$ cat src/rtl/disp_pkg.sv
// Shared types and constants for the display scan scheduler.
package disp_pkg;

  localparam int unsigned NUM_DIG   = 6;
  localparam int unsigned NUM_SEG   = 7;
  localparam logic [3:0]  BCD_BLANK = 4'hF;

  // Encodings are one-hot so the state register doubles as the grant output.
  typedef enum logic [2:0] {
    G_CLK = 3'b001,
    G_TMR = 3'b010,
    G_CHR = 3'b100
  } grant_e;

  // Active-high patterns {g,f,e,d,c,b,a}, indexed by BCD value 0..9.
  localparam logic [9:0][6:0] SEG_LUT = {
    7'h6F, 7'h7F, 7'h07, 7'h7D, 7'h6D, 7'h66, 7'h4F, 7'h5B, 7'h06, 7'h3F
  };

  function automatic logic [3:0] frame_digit(input logic [23:0] frame, input logic [2:0] idx);
    logic [3:0] d;
    unique case (idx)
      3'd0:    d = frame[3:0];
      3'd1:    d = frame[7:4];
      3'd2:    d = frame[11:8];
      3'd3:    d = frame[15:12];
      3'd4:    d = frame[19:16];
      3'd5:    d = frame[23:20];
      default: d = BCD_BLANK;
    endcase
    return d;
  endfunction

endpackage

$ cat src/rtl/seg_lut.sv
// Combinational BCD to 7-segment decoder; codes 10..15 decode to all segments off.
module seg_lut
  import disp_pkg::*;
(
  input  logic [3:0] bcd_i,
  output logic [6:0] seg_o
);

  always_comb begin
    seg_o = '0;
    if (bcd_i <= 4'd9) begin
      seg_o = SEG_LUT[bcd_i];
    end
  end

endmodule

$ cat src/rtl/disp_scan_sched.sv
// Shares one serial 7-segment output between clock, timer and stopwatch sources.
// Optional leading-zero blanking of the two top digits: define DISP_SCAN_SCHED_LZB_EN.
module disp_scan_sched
  import disp_pkg::*;
#(
  parameter int unsigned TICK_DIV    = 5000,
  parameter int unsigned HOLD_FRAMES = 4
) (
  input  logic        clk,
  input  logic        rst,
  input  logic [23:0] clk_frame,
  input  logic        tmr_req,
  input  logic [23:0] tmr_frame,
  input  logic        chr_req,
  input  logic [23:0] chr_frame,
  input  logic        seg_pol,
  output logic        seg_bit,
  output logic [2:0]  seg_idx,
  output logic [2:0]  dig_idx,
  output logic [2:0]  gnt,
  output logic        frame_start
);

  localparam int unsigned CntW  = (TICK_DIV > 1) ? $clog2(TICK_DIV) : 1;
  localparam int unsigned HoldW = $clog2(HOLD_FRAMES + 1);
  localparam logic [CntW-1:0]  CntMax  = CntW'(TICK_DIV - 1);
  localparam logic [HoldW-1:0] HoldMax = HoldW'(HOLD_FRAMES);
  localparam logic [2:0]       SegLast = 3'(NUM_SEG - 1);
  localparam logic [2:0]       DigLast = 3'(NUM_DIG - 1);

  logic [CntW-1:0]  cnt_q, cnt_d;
  logic [2:0]       seg_q, seg_d;
  logic [2:0]       dig_q, dig_d;
  grant_e           state_q, state_d;
  logic [HoldW-1:0] hold_q, hold_d;
  logic [23:0]      snap_q, snap_d;
  logic             seg_on_q, seg_on_d;
  logic             pol_q, pol_d;
  logic             pol_vld_q, pol_vld_d;
  logic             fs_q, fs_d;

  logic        tick;
  logic        boundary;
  logic [23:0] sel_frame;
  logic [23:0] load_frame;
  logic [3:0]  cur_digit;
  logic [6:0]  pat;
  logic [7:0]  pat8;

  assign tick     = (cnt_q == CntMax);
  assign boundary = tick && (seg_q == SegLast) && (dig_q == DigLast);

  // Tick divider and scan position.
  always_comb begin
    cnt_d = cnt_q + 1'b1;
    seg_d = seg_q;
    dig_d = dig_q;
    if (tick) begin
      cnt_d = '0;
      if (seg_q == SegLast) begin
        seg_d = '0;
        dig_d = (dig_q == DigLast) ? 3'd0 : dig_q + 3'd1;
      end else begin
        seg_d = seg_q + 3'd1;
      end
    end
  end

  // Ownership arbitration, evaluated only at frame boundaries.
  always_comb begin
    state_d = state_q;
    hold_d  = hold_q;
    if (boundary) begin
      unique case (state_q)
        G_CLK: begin
          if (tmr_req) begin
            state_d = G_TMR;
          end else if (chr_req) begin
            state_d = G_CHR;
          end
        end
        G_TMR: begin
          if (!tmr_req) begin
            state_d = chr_req ? G_CHR : G_CLK;
          end else if (hold_q < HoldMax) begin
            hold_d = hold_q + 1'b1;
          end
        end
        G_CHR: begin
          if (!chr_req) begin
            state_d = tmr_req ? G_TMR : G_CLK;
          end else if (hold_q < HoldMax) begin
            hold_d = hold_q + 1'b1;
          end else if (tmr_req) begin
            state_d = G_TMR;
          end
        end
        default: state_d = G_CLK;
      endcase
      if (state_d != state_q) begin
        hold_d = '0;
      end
    end
  end

  // The snapshot follows the owner chosen at this same boundary.
  always_comb begin
    unique case (state_d)
      G_TMR:   sel_frame = tmr_frame;
      G_CHR:   sel_frame = chr_frame;
      default: sel_frame = clk_frame;
    endcase
    load_frame = sel_frame;
`ifdef DISP_SCAN_SCHED_LZB_EN
    if (sel_frame[23:20] == 4'd0) begin
      load_frame[23:20] = BCD_BLANK;
      if (sel_frame[19:16] == 4'd0) begin
        load_frame[19:16] = BCD_BLANK;
      end
    end
`endif
    snap_d = boundary ? load_frame : snap_q;
  end

  // Decode from next-state values so the level lines up with the new indices.
  assign cur_digit = frame_digit(snap_d, dig_d);

  seg_lut u_seg_lut (
    .bcd_i (cur_digit),
    .seg_o (pat)
  );

  assign pat8 = {1'b0, pat};

  always_comb begin
    seg_on_d  = tick ? pat8[seg_d] : seg_on_q;
    pol_d     = tick ? seg_pol : pol_q;
    pol_vld_d = pol_vld_q | tick;
    fs_d      = boundary;
  end

  always_ff @(posedge clk or posedge rst) begin
    if (rst) begin
      cnt_q     <= '0;
      seg_q     <= '0;
      dig_q     <= '0;
      state_q   <= G_CLK;
      hold_q    <= '0;
      snap_q    <= {NUM_DIG{BCD_BLANK}};
      seg_on_q  <= 1'b0;
      pol_q     <= 1'b0;
      pol_vld_q <= 1'b0;
      fs_q      <= 1'b0;
    end else begin
      cnt_q     <= cnt_d;
      seg_q     <= seg_d;
      dig_q     <= dig_d;
      state_q   <= state_d;
      hold_q    <= hold_d;
      snap_q    <= snap_d;
      seg_on_q  <= seg_on_d;
      pol_q     <= pol_d;
      pol_vld_q <= pol_vld_d;
      fs_q      <= fs_d;
    end
  end

  // Until the first tick after reset the blank level tracks the live polarity.
  assign seg_bit     = seg_on_q ^ (pol_vld_q ? pol_q : seg_pol);
  assign seg_idx     = seg_q;
  assign dig_idx     = dig_q;
  assign gnt         = state_q;
  assign frame_start = fs_q;

endmodule
$ cat config.mk
export PLATFORM = sky130hd
export DESIGN_NAME = disp_scan_sched
export DESIGN_NICKNAME = d
export VERILOG_FILES = /design/src/rtl/disp_pkg.sv /design/src/rtl/seg_lut.sv /design/src/rtl/disp_scan_sched.sv
export SDC_FILE = /design/constraint.sdc
export NUM_CORES = 1
export LEC_CHECK = 0
export ABC_CLOCK_PERIOD_IN_PS = 4800
export CAP_MARGIN = 25
export CORE_MARGIN = 2
export CORE_UTILIZATION = 49
export CTS_CLUSTER_DIAMETER = 100
export DETAILED_ROUTE_END_ITERATION = 12
export PLACE_DENSITY_LB_ADDON = 0.12
export REMOVE_ABC_BUFFERS = 1
export SLEW_MARGIN = 25
export SYNTH_ARGS = -nofsm -noshare
export SYNTH_HDL_FRONTEND = slang
export SYNTH_HIERARCHICAL = 1
export SYNTH_SLANG_ARGS = --single-unit
$ cat constraint.sdc
create_clock -name clk -period 4.8 [get_ports clk]
set_input_delay 0.96 -clock clk [delete_from_list [all_inputs] [get_ports clk]]
set_output_delay 0.96 -clock clk [all_outputs]
set_load 0.03 [all_outputs]
======== After elaboration in Yosys (flattened, before gate mapping) ========
Memory sizes are Yosys's and may differ from the RTL's.
Cells that the tools add are included.
word-level totals
  register bits after elaboration ......... 53
  output and inout bits ................... 11
  input bits .............................. 77
  word-level logic and storage cells ...... 72
  memories kept ........................... 1
  memory bits (read-only) ................. 112
operators by class
  magnitude comparators ................... 4
  eq/ne operators ......................... 16
  mux-type cells .......................... 30
  bitwise logic cells ..................... 2
  reduce and logical (&&, ||, !) cells .... 5
  $add $sub $neg .......................... 4
memories
  memory           words  bits a word  read ports  clocked after memory_dff  wr ports  line           source
  (no name shown)  16     7            1           0                         0         seg_lut.sv:12  seg_o = SEG_LUT[bcd_i];
operators by type and width
  kind                                                   number
  2-to-1 mux 3 bit                                       18
  one-hot mux 24 bit (2 select lines)                    1
  2-to-1 mux 24 bit                                      1
  one-hot mux 4 bit (6 select lines)                     1
  == test 3 bit, second input constant                   6
  2-to-1 mux 7 bit                                       2
  adder 13 x 1 -> 13 bit, second input constant          1
  == test 13 bit, second input constant                  1
  2-to-1 mux 13 bit                                      1
  == test 3 x 2 -> 1 bit, second input constant          4
  adder 3 x 1 -> 3 bit, second input constant            3
  one-hot mux 3 bit (3 select lines)                     1
  == test 3 x 1 -> 1 bit, second input constant          2
  != test 3 bit, second input constant                   2
  one-hot mux 3 bit (2 select lines)                     1
  < comparator 4 x 5 -> 1 bit, second input constant     1
  less-or-equal comparator 4 bit, second input constant  1
  < comparator 3 x 4 -> 1 bit, second input constant     1
  AND reduction 4 bit                                    1
  binary-select mux 1 bit (select 3 bit)                 1
  zero test 3 bit                                        1
  < comparator 3 bit, second input constant              1
  != test 3 bit                                          1
  nonzero test 3 bit                                     1
  other kinds (5)                                        7

======== Longest topological paths before layout ========
  depth in word-level cells ............... 15
  mapped depth ............................ 19
  depth with buffers taken out ............ 18

======== Cells and area by module ========
Netlist, hierarchy kept.
by module, submodules not included
  module           area each (µm²)  instances  cells each
  disp_scan_sched  3,320.7          1          371
  seg_lut          193.9            1          26

======== Least setup slack after synthesis ========
No wires, ideal clock.
  kind .................................... input to register
  from .................................... input port tmr_req
  to ...................................... register seg_on_q
  required time ........................... 4.717 ns
  path slack .............................. 0.596 ns
  setup time .............................. 0.083 ns
  arrival time ............................ 4.121 ns
  cell stages on the path ................. 18
  path through ............................ clkbuf_1 > a21oi_1 > a211o_1 > and2_1 > clkbuf_1 > mux2_2 > a221oi_1 > o31ai_1 > a211o_1 > inv_1 > ha_1 > o21bai_4 > and2_4 > a221oi_1 > mux2i_1 > mux2i_1 > mux2i_1 > o21ai_0
on the way
  cells in the longest elaborated chain, start to end .. 15
  elaborated cells between the ends (all ways) .. 20
ends and longest elaborated chain
  element                                                         line                    source
  start: declaration                                              disp_scan_sched.sv:12   input logic tmr_req,
  2-to-1 mux 3 bit                                                disp_scan_sched.sv:94   end else if (tmr_req) begin
  2-to-1 mux 3 bit                                                disp_scan_sched.sv:92   end else if (hold_q < HoldMax) begin
  2-to-1 mux 3 bit                                                disp_scan_sched.sv:90   if (!chr_req) begin
  one-hot mux 3 bit (3 select lines) (*)                          disp_scan_sched.sv:74   unique case (state_q)
  2-to-1 mux 3 bit (*) (2 in series)                              disp_scan_sched.sv:73   if (boundary) begin
  == test 3 bit / == test 3 x 2 -> 1 bit (equally long branches)  disp_scan_sched.sv:108  unique case (state_d)
  one-hot mux 24 bit (2 select lines) (*)                         disp_scan_sched.sv:108
  2-to-1 mux 24 bit (*)                                           disp_scan_sched.sv:122  snap_d = boundary ? load_frame : snap_q;
  via snap_d[8]                                                   disp_scan_sched.sv:36   logic [23:0] snap_q, snap_d;
  one-hot mux 4 bit (6 select lines) (*)                          disp_pkg.sv:22          unique case (idx)
  via cur_digit[0]                                                disp_scan_sched.sv:46   logic [3:0] cur_digit;
  memory (16 x 7 bit)                                             -
  2-to-1 mux 7 bit (implied by the code)                          seg_lut.sv:12
  2-to-1 mux 7 bit (*)                                            seg_lut.sv:11           if (bcd_i <= 4'd9) begin
  via pat[3]                                                      disp_scan_sched.sv:47   logic [6:0] pat;
  binary-select mux 1 bit (select 3 bit) (*)                      disp_scan_sched.sv:136  seg_on_d = tick ? pat8[seg_d] : seg_on_q;
  2-to-1 mux 1 bit (implied by the code) (*)                      disp_scan_sched.sv:136
  end signal: assignment                                          disp_scan_sched.sv:161  seg_on_q <= seg_on_d;
  end: declaration                                                disp_scan_sched.sv:37   logic seg_on_q, seg_on_d;
The timed path passes the listed nets; every way through them passes the cells marked *. The select of a mux whose other input is x is not followed.
A chain may end at the register's enable or synchronous reset.

======== Worst setup path after layout ========
  from .................................... input port chr_req
  to ...................................... register seg_on_q
on the way
  cells in the longest elaborated chain, start to end .. 14
  elaborated cells between the ends (all ways) .. 19
ends and longest elaborated chain
  element                                                         line                                          source
  start: declaration                                              disp_scan_sched.sv:14                         input logic chr_req,
  2-to-1 mux 3 bit, on equally long branches                      disp_scan_sched.sv:84, disp_scan_sched.sv:78
  2-to-1 mux 3 bit, on equally long branches                      disp_scan_sched.sv:83, disp_scan_sched.sv:76
  one-hot mux 3 bit (3 select lines) (*)                          disp_scan_sched.sv:74
  2-to-1 mux 3 bit (*) (2 in series)                              disp_scan_sched.sv:73
  == test 3 bit / == test 3 x 2 -> 1 bit (equally long branches)  disp_scan_sched.sv:108
  one-hot mux 24 bit (2 select lines) (*)                         disp_scan_sched.sv:108
  2-to-1 mux 24 bit (*)                                           disp_scan_sched.sv:122
  one-hot mux 4 bit (6 select lines) (*)                          disp_pkg.sv:22
  via cur_digit[0]                                                disp_scan_sched.sv:46
  memory (16 x 7 bit)                                             -
  2-to-1 mux 7 bit (implied by the code)                          seg_lut.sv:12
  2-to-1 mux 7 bit (*)                                            seg_lut.sv:11
  via pat[0]                                                      disp_scan_sched.sv:47
  binary-select mux 1 bit (select 3 bit) (*)                      disp_scan_sched.sv:136
  2-to-1 mux 1 bit (implied by the code) (*)                      disp_scan_sched.sv:136
Marks and branches as above.

==> flow_summary.ini <==
[outcome]
status = finished, final reports clean

[setup_path]
rr_endpoint = seg_on_q
cp_max_fo = 5
r2r_slack_ns = 0.57
required_ns = 5.03
end_kind = flop
cp-start-kind = input port
crit_arrival_ns = 4.60
r2r-start = cnt_q[5]
rr_worst_depth = 16
path_class = input port to flop

[logic_synthesis]
syn_inst = 397
ys_ff_latch = 53
postSynth.asyncResetShare = 1.000
synth.distinct_cells = 64
synth_edf_count = 0
seq_area_frac_synth = 0.3863
netlist_area_mm2 = 0.003515
synthFlopType = dfrtp_1
yosys_warnings = 6
synth_area_per_cell_um2 = 8.853

[global_routing]
grt_pass1_vias = 3337
grt_pass1_wl_um = 16330
grt_max_degree = 36
overflow = 0
globalRouteTotalUtil = 0.2699
antenna_found_initial = 0

[placed_design]
gp_congestion = 0.8955
placed_cell_area_mm2 = 0.004546
port_buffers = 87
dp.cells = 575
hpwl_um = 7765
dp_slack_ns = -0.1262

[pwr]
power.total_mw = 0.8041
vdd_drop_max_mv = 0.1758
p_leak_nw = 1.995
cellPowerDensity_mw_per_mm2 = 173.4

[clock_network]
cts_max_level = 2
clk_latency_ns = 0.31
cts_resized = 0
cts_buffer_depth = 2
ctsHoldBuffers = 0
cts.clk_slew.worst_paths_ns = 0.10
cts_tree = built
clock_sinks = 53
numCtsBuffers = 5
root_buffer = clkbuf_8
cts_setup_buffers = 0

[floorplanning]
die_area_mm2 = 0.007866
fp-row-count = 30
die_w_um = 88.69
die_h_um = 88.69
core-area_mm2 = 0.006869
start_util = 0.5117
ios = 88

[hold_path]
hold_depth = 2
hold_path_end = snap_q[8]
hp-class = flop to flop
worstHoldStart = snap_q[8]

[timing]
setup_ws_ns = 0.4351
fin_crit_sh = 0.9093
slew_viol_final = 0
rsz0062_at_grt = false
relSlewSlack = 0.4977
max_freq_mhz = 229.1
fin_worst_skew_ns = 0.007755
finalSetupTns_ns = 0
tightest_slew_ns = 0.7523
setup_viol = 0
finalHoldViolations = 0
fin_crit_ns = 4.365

[flow_run]
maxCapViolations = 0

[cells_and_area]
fill_cells = 577
antennaDiodeCount = 0
finish.instance_area_mm2 = 0.004638
syn_to_final_growth_pct = 31.97
final_cell_mix = 86 x clkdlybuf4s50_1, 40 x nand2_1, 36 x nor2_1
final_cells = 583
multiInputGateArea_mm2 = 0.002028
drive_above_1_share = 0.1499
ff_latch_area_mm2 = 0.001358
nets = 570
final_common_cell = clkdlybuf4s50_1

[detailed_routing]
first_pass_iters = 8
drt-initial-drc-count = 269
viasPerCell = 6.027
totalWireLength_um = 10480
vias = 3514
wl_per_cell_um = 17.97
drc_errors = 0
ant_nets = 0
## cells in the mapped netlist, drive strengths merged, types with 6 or more instances
cell	instances	share of area
a21oi	27	0.040
a222oi	10	0.028
a22oi	9	0.019
and2	10	0.019
clkbuf	19	0.020
dfrtp	28	0.20
dfstp	25	0.19
ha	7	0.025
inv	13	0.014
mux2i	11	0.031
nand2	41	0.044
nand3	14	0.020
nand4	6	0.011
nor2	36	0.038
nor2b	10	0.018
nor3	6	0.0085
o21ai	27	0.038
xnor2	10	0.025
## routing by layer
metal  vias to the layer above  global-route usage  wire length, um
li1                       1647                   -                -
met1                      1682              0.3663             4637
met2                       171              0.4464             4913
met3                        14             0.05037              776
met4                         0             0.06749              149
met5                         -                   0                0
## kinds of logic after synthesis
logic type,after synthesis,synth area share
multiplexers,14,0.04094
XOR/XNOR,15,0.03738
AND/OR/NAND/NOR,154,0.2339
AO/OA/AOI/OAI,120,0.2399
buffers and inverters,34,0.03667
flip-flops,53,0.3863
adder cells (fa/ha/maj),7,0.02492
## where the power goes
group / switching, mW / internal, mW / total, mW / leakage, nW
clock: 0.159 / 0.104 / 0.263 / 0.0445
sequential: 0.000335 / 0.449 / 0.449 / 0.624
combinational: 0.0295 / 0.0628 / 0.0923 / 1.33
total: 0.189 / 0.615 / 0.804 / 1.99
## registers in the layout, summed over array words and instances (netlist names)
register / cells
gnt: 3
frame_start: 1
seg_idx: 3
dig_idx: 3
snap_q: 24
cnt_q: 13
seg_on_q: 1
pol_q: 1
pol_vld_q: 1
hold_q: 3
## worst max-delay path by stage
| stage | startpoint | endpoint | cells after the start |
|---|---|---|---|
| after floorplan | chr_req | seg_on_q | 17 |
| after global placement | tmr_req | seg_on_q | 19 |
| after detailed placement | tmr_req | seg_on_q | 19 |
| after CTS | tmr_req | seg_on_q | 19 |
| after global routing | chr_req | seg_on_q | 18 |
| final | chr_req | seg_on_q | 18 |
## through the flow
stage,hold slack [ns],utilization
6_report,0.5069,0.6752
5_1_grt,0.5364,0.6752
4_1_cts,0.5089,0.6749
3_5_place_dp,0.4945,0.6617
3_3_place_gp,0.4841,0.6617
2_1_floorplan,0.4547,-
## area by class of cell
cell class,instances,share of cell area
timing repair buffer,103,0.2142
tap,96,0.02590
inverter,13,0.01052
clock inverter,3,0.004586
clock buffer,5,0.01484
multi-input combinational,310,0.4373
sequential,53,0.2927
## worst max-delay path, cell delays in order
cell	delay (ns)
clkdlybuf4s50_1	0.48
or2_2	0.36
a22oi_1	0.20
nor2b_1	0.20
a211oi_1	0.09
o21ai_0	0.23
a32oi_1	0.17
a41o_1	0.22
a211o_1	0.30
inv_1	0.14
ha_1	0.23
o21bai_4	0.10
and2_4	0.17
a221oi_1	0.23
mux2i_1	0.12
mux2i_1	0.15
mux2i_1	0.08
o21ai_0	0.14
Power figures use the tool's default switching activity.
